===== src/rtl/sseg_pkg.sv =====
// sseg_pkg: shared FSM state type and default parameters for the seven-segment display arbiter
package sseg_pkg;
  typedef enum logic [1:0] {IDLE, OWN, GAP} state_t;
  localparam int DEF_NUM_REQ = 4;
  localparam logic [15:0] DEF_IDLE_DATA = 16'h0000;
endpackage


===== src/rtl/rr_pick.sv =====
// rr_pick: combinational round-robin pick (req, start in; onehot, idx, any_valid out), first set bit at or after start wins
module rr_pick #(
  parameter int N = 4,
  parameter int IW = $clog2(N)
) (
  input  logic [N-1:0]  req,
  input  logic [IW-1:0] start,
  output logic [N-1:0]  onehot,
  output logic [IW-1:0] idx,
  output logic          any_valid
);
  logic [IW-1:0] k;
  always_comb begin
    idx = '0;
    k = '0;
    for (int i = N - 1; i >= 0; i--) begin
      k = IW'((int'(start) + i) % N);
      if (req[k]) idx = k;
    end
  end
  assign any_valid = |req;
  assign onehot = any_valid ? N'(1) << idx : '0;
endmodule


===== src/rtl/sseg_display_arbiter.sv =====
// sseg_display_arbiter: round-robin owner of a 4-digit display (clk, clear, req, data_in -> grant, display_data, busy); SSEG_ARB_GAP_EN adds 2-cycle blank on handover
module sseg_display_arbiter
  import sseg_pkg::*;
#(
  parameter int NUM_REQ = DEF_NUM_REQ,
  parameter int HOLD_CYCLES = 1000,
  parameter logic [15:0] IDLE_DATA = DEF_IDLE_DATA
) (
  input  logic                     clk,
  input  logic                     clear,
  input  logic [NUM_REQ-1:0]       req,
  input  logic [NUM_REQ-1:0][15:0] data_in,
  output logic [NUM_REQ-1:0]       grant,
  output logic [15:0]              display_data,
  output logic                     busy
);
  localparam int IW = $clog2(NUM_REQ);
  localparam int HW = $clog2(HOLD_CYCLES + 1);
  state_t state, state_n;
  logic [NUM_REQ-1:0] grant_n, win_oh, take_oh;
  logic [15:0] data_n;
  logic [IW-1:0] last, last_n, start, win_idx, take_idx;
  logic [HW-1:0] hcnt, hcnt_n, hinc;
  logic any, take;
`ifdef SSEG_ARB_GAP_EN
  logic gcnt, gcnt_n;
  logic [IW-1:0] pend, pend_n;
`endif
  assign start = (last == IW'(NUM_REQ - 1)) ? '0 : last + 1'b1;
  assign hinc = (hcnt == HW'(HOLD_CYCLES)) ? hcnt : hcnt + 1'b1;
  assign busy = |grant;
  rr_pick #(.N(NUM_REQ), .IW(IW)) u_pick (
    .req(req & ~grant),
    .start(start),
    .onehot(win_oh),
    .idx(win_idx),
    .any_valid(any)
  );
  always_comb begin
    state_n = state;
    grant_n = grant;
    data_n = display_data;
    last_n = last;
    hcnt_n = hcnt;
    take = 1'b0;
    take_idx = win_idx;
    take_oh = win_oh;
`ifdef SSEG_ARB_GAP_EN
    gcnt_n = gcnt;
    pend_n = pend;
`endif
    case (state)
      IDLE: take = any;
      OWN: begin
        hcnt_n = hinc;
        data_n = data_in[last];
        if (any && (!req[last] || hinc == HW'(HOLD_CYCLES))) begin
`ifdef SSEG_ARB_GAP_EN
          state_n = GAP;
          grant_n = '0;
          data_n = IDLE_DATA;
          gcnt_n = 1'b0;
          pend_n = win_idx;
`else
          take = 1'b1;
`endif
        end else if (!req[last]) begin
          state_n = IDLE;
          grant_n = '0;
          data_n = IDLE_DATA;
        end
      end
`ifdef SSEG_ARB_GAP_EN
      GAP: begin
        gcnt_n = 1'b1;
        take = gcnt;
        take_idx = pend;
        take_oh = NUM_REQ'(1) << pend;
      end
`endif
      default: state_n = IDLE;
    endcase
    if (take) begin
      state_n = OWN;
      grant_n = take_oh;
      data_n = data_in[take_idx];
      hcnt_n = '0;
      last_n = take_idx;
    end
  end
  always_ff @(posedge clk) begin
    if (clear) begin
      state <= IDLE;
      grant <= '0;
      display_data <= IDLE_DATA;
      hcnt <= '0;
      last <= IW'(NUM_REQ - 1);
`ifdef SSEG_ARB_GAP_EN
      gcnt <= 1'b0;
      pend <= '0;
`endif
    end else begin
      state <= state_n;
      grant <= grant_n;
      display_data <= data_n;
      hcnt <= hcnt_n;
      last <= last_n;
`ifdef SSEG_ARB_GAP_EN
      gcnt <= gcnt_n;
      pend <= pend_n;
`endif
    end
  end
endmodule

===== config.mk =====
export PLATFORM = sky130hd
export DESIGN_NAME = sseg_display_arbiter
export DESIGN_NICKNAME = d
export VERILOG_FILES = /design/src/rtl/sseg_pkg.sv /design/src/rtl/rr_pick.sv /design/src/rtl/sseg_display_arbiter.sv
export SDC_FILE = /design/constraint.sdc
export NUM_CORES = 1
export LEC_CHECK = 0
export ABC_AREA = 1
export CELL_PAD_IN_SITES_DETAIL_PLACEMENT = 1
export CELL_PAD_IN_SITES_GLOBAL_PLACEMENT = 1
export CORE_ASPECT_RATIO = 2
export CORE_MARGIN = 8
export CORE_UTILIZATION = 32
export CTS_BUF_LIST = sky130_fd_sc_hd__clkbuf_8
export DETAILED_ROUTE_END_ITERATION = 7
export GPL_ROUTABILITY_DRIVEN = 0
export PLACE_DENSITY = 0.88
export SLEW_MARGIN = 20
export SYNTH_ARGS = -nofsm -noshare
export SYNTH_HDL_FRONTEND = slang
export SYNTH_HIERARCHICAL = 1
export SYNTH_SLANG_ARGS = --single-unit

===== constraint.sdc =====
create_clock -name clk -period 3.75 [get_ports clk]
set_input_delay 0.5625 -clock clk [delete_from_list [all_inputs] [get_ports clk]]
set_output_delay 0.5625 -clock clk [all_outputs]
set_load 0.01 [all_outputs]

==> results.md <==
- Outcome: completed
- Hold-fix buffers, CTS: 0
- Drt drc: 0
- YS warnings: 6
- Detailed Routing Iterations Pass 1: 4
- Power, Total: 3.714 mW
- Initial Util: 0.3226
- Internal power component: 1.707 mW
- Placed Cells incl. Taps: 699
- Slew Limit Fails: 0
- CTS tree: yes
- Clock skew: 0.004966 ns
- ANT cells: 0
- Worst EP required: 3.96 ns
- Mapped cell area: 0.002967 mm^2
- Max Cap Viol: 0
- Average cell area after synthesis: 5.619 um^2
- Final WS setup: 0.7775 ns
- Final hold viol count: 0
- Max H-tree Level: 2
- Clk network pwr share: 0.083
- Seq/Total Area, Yosys: 0.2227
- CP max-delay cell: nor2_1
- Vias: 3,896
- Hpwl dp: 9.086 mm
- Largest net degree at the start of global routing: 39
- Post-Syn Instances: 528
- Worst-Skew Late Latency: 0.29 ns
- Avg WL per Cell: 16.63 um
- Antenna viol nets, final: 0
- Hold Path Stages: 2
- Die H: 152.2 um
- First-pass GRT wire length: 19.82 mm
- Layout area overhead: 35.13%
- Fin Hold WS: 0.4737 ns
- Worst-Margin Slew: 1.076 ns
- Filler-free cell count of the finished design: 707
- Most frequent CP cell: inv_1
- Commonest non-fill, non-tap cell in the layout: nand2_1
- Design Area, Final: 0.004009 mm^2
- RSZ-0062 raised after global routing: false
- CP cell instances: clkdlybuf4s50_1 -> inv_1 -> nor2_1 -> inv_1 -> nand4_1 -> nor2_1 -> inv_1 -> nand2_1 -> nand3_1 -> a21oi_1
- Clock buffer depth: 2
- Worst IR Drop VDD: 0.7518 mV
- Ys flop type: dfxtp_1
- Commonest non-fill, non-tap cells in the layout: nand2_1 (142), clkdlybuf4s50_1 (90), nor2_1 (82), o21ai_0 (51), nand3_1 (50)
- CP peak stage delay: 0.83 ns
- Clk pin slew, worst setup/hold paths: 0.07 ns
- Leakage Power: 1.721 nW
- Yosys cell types: 26
- Arr. time, crit path: 3.19 ns
- Vias per cell: 5.511
- Final setup fails: 0
- R2R depth: 19
- Placed Area: 0.003908 mm^2
- Hold WC Path Type: flip-flop to flip-flop
- Nets: 675
- Grt total ovfl: 0
- # clock sinks: 33
- Clock root buffer: clkbuf_8
- Fraction of layout instances using a drive strength above 1: 0.04809
- All-Layer GR Usage: 0.1809
- Sw power: 2.008 mW
- Ys async rst share: 0
- Syn Nets: 601
- Port Buffers: 90
- Antenna violations before repair: 0
- Setup Fix Bufs, Post-CTS: 0
- Power per cell area: 926.5 mW/mm^2
- Max frequency: 336.4 MHz
- Critical path endpoint category: flip-flop
- CP max FO: 15
- Post-synth EDFFs: 0
- WL final: 11.75 mm
- Num CTS Buffers: 5
- Vias in the first global route: 4,131
- Crit path launch type: primary input
- CTS resizes: 0
- DIE AREA: 0.01279 mm^2
- I/O pins: 91
- Fin util: 0.4359
- Net Sw Frac: 0.5405
- Combinational Power Share: 0.769
- Register share of total power: 0.149
- Final Cycle Share: 0.7927
- 1st-iter DRT viols: 170
- Max-slew headroom: 0.2803
- Row cnt: 50
- Crit Path Class: primary input to flip-flop
- Die X: 84.09 um
- Register bit total from synthesis: 33
- Worst slack at placement: 0.5115 ns
- Final min period: 2.973 ns
- Final setup TNS: 0 ns
- Core box area: 0.009196 mm^2
[cells in the mapped netlist, types with 6 or more instances]
master	number	area share
clkbuf_1	23	0.029
nand2_2	6	0.013
a21oi_1	33	0.056
inv_1	38	0.048
o211ai_1	11	0.028
nor2_1	82	0.10
nand3_1	50	0.084
o22ai_1	19	0.040
dfxtp_1	33	0.22
a211oi_1	9	0.023
nand2_1	142	0.18
o21ai_0	51	0.086
[power groups by stage]
| stage | Sequential (mW) | Clock [mW] | Combinational (mW) |
|---|---|---|---|
| floorplan | 0.567 | 0 | 1.99 |
| global placement | 0.555 | 0 | 2.77 |
| detailed placement | 0.559 | 0 | 2.85 |
| CTS | 0.552 | 0.313 | 2.86 |
| global route | 0.564 | 0.326 | 3.19 |
| finish | 0.552 | 0.307 | 2.86 |
[cells by family (layout without fill, tap and decap cells)]
kind of cell | count (synthesis) | after routing | share of synthesized area
adders and majority gates | 3 | 3 | 0.01265
AOI/OAI and AO/OA | 129 | 129 | 0.2509
buffers and inverters | 71 | 146 | 0.1012
and+or+nand+nor | 291 | 291 | 0.4095
DFF | 33 | 33 | 0.2227
xor gates and xnor gates | 1 | 1 | 0.002953
[final timing paths]
path,from,to,slack (ns)
setup / recovery,req[1],grant[2],0.78
hold / removal,display_data[7],display_data[7],0.47
setup reg to reg,last[0],display_data[10],0.97
hold reg to reg,display_data[7],display_data[7],0.47
[registers in the layout, summed over array words and instances (netlist names)]
name          cells
state             1
display_data     16
grant             4
hcnt             10
last              2
[worst max-delay path: cells and delay by family]
family / cells / cell delay, ns
compound gates: 1 / 0.15
simple gates: 5 / 1.43
buf+inv: 4 / 1.04
[layout make-up]
class	instances	area, um^2
Clock buffer	7	96.34
Clock inverter	1	5.005
Multi-Input combinational cell	424	2006
Fill cell	1249	5187
Timing Repair Buffer	98	960.9
Inverter	40	150.1
Tap cell	104	130.1
Sequential cell	33	660.6
[per-layer routing]
layer / part of all wire / up-vias / wire length [um] / GRT usage
met3: 0.069 / 16 / 807 / 0.04979
li1: - / 1914 / - / -
met5: 0 / - / 0 / 0
met4: 0.013 / 0 / 152 / 0.04805
met1: 0.43 / 1842 / 5027 / 0.2152
met2: 0.49 / 124 / 5766 / 0.3063
Power figures use the tool's default switching activity.
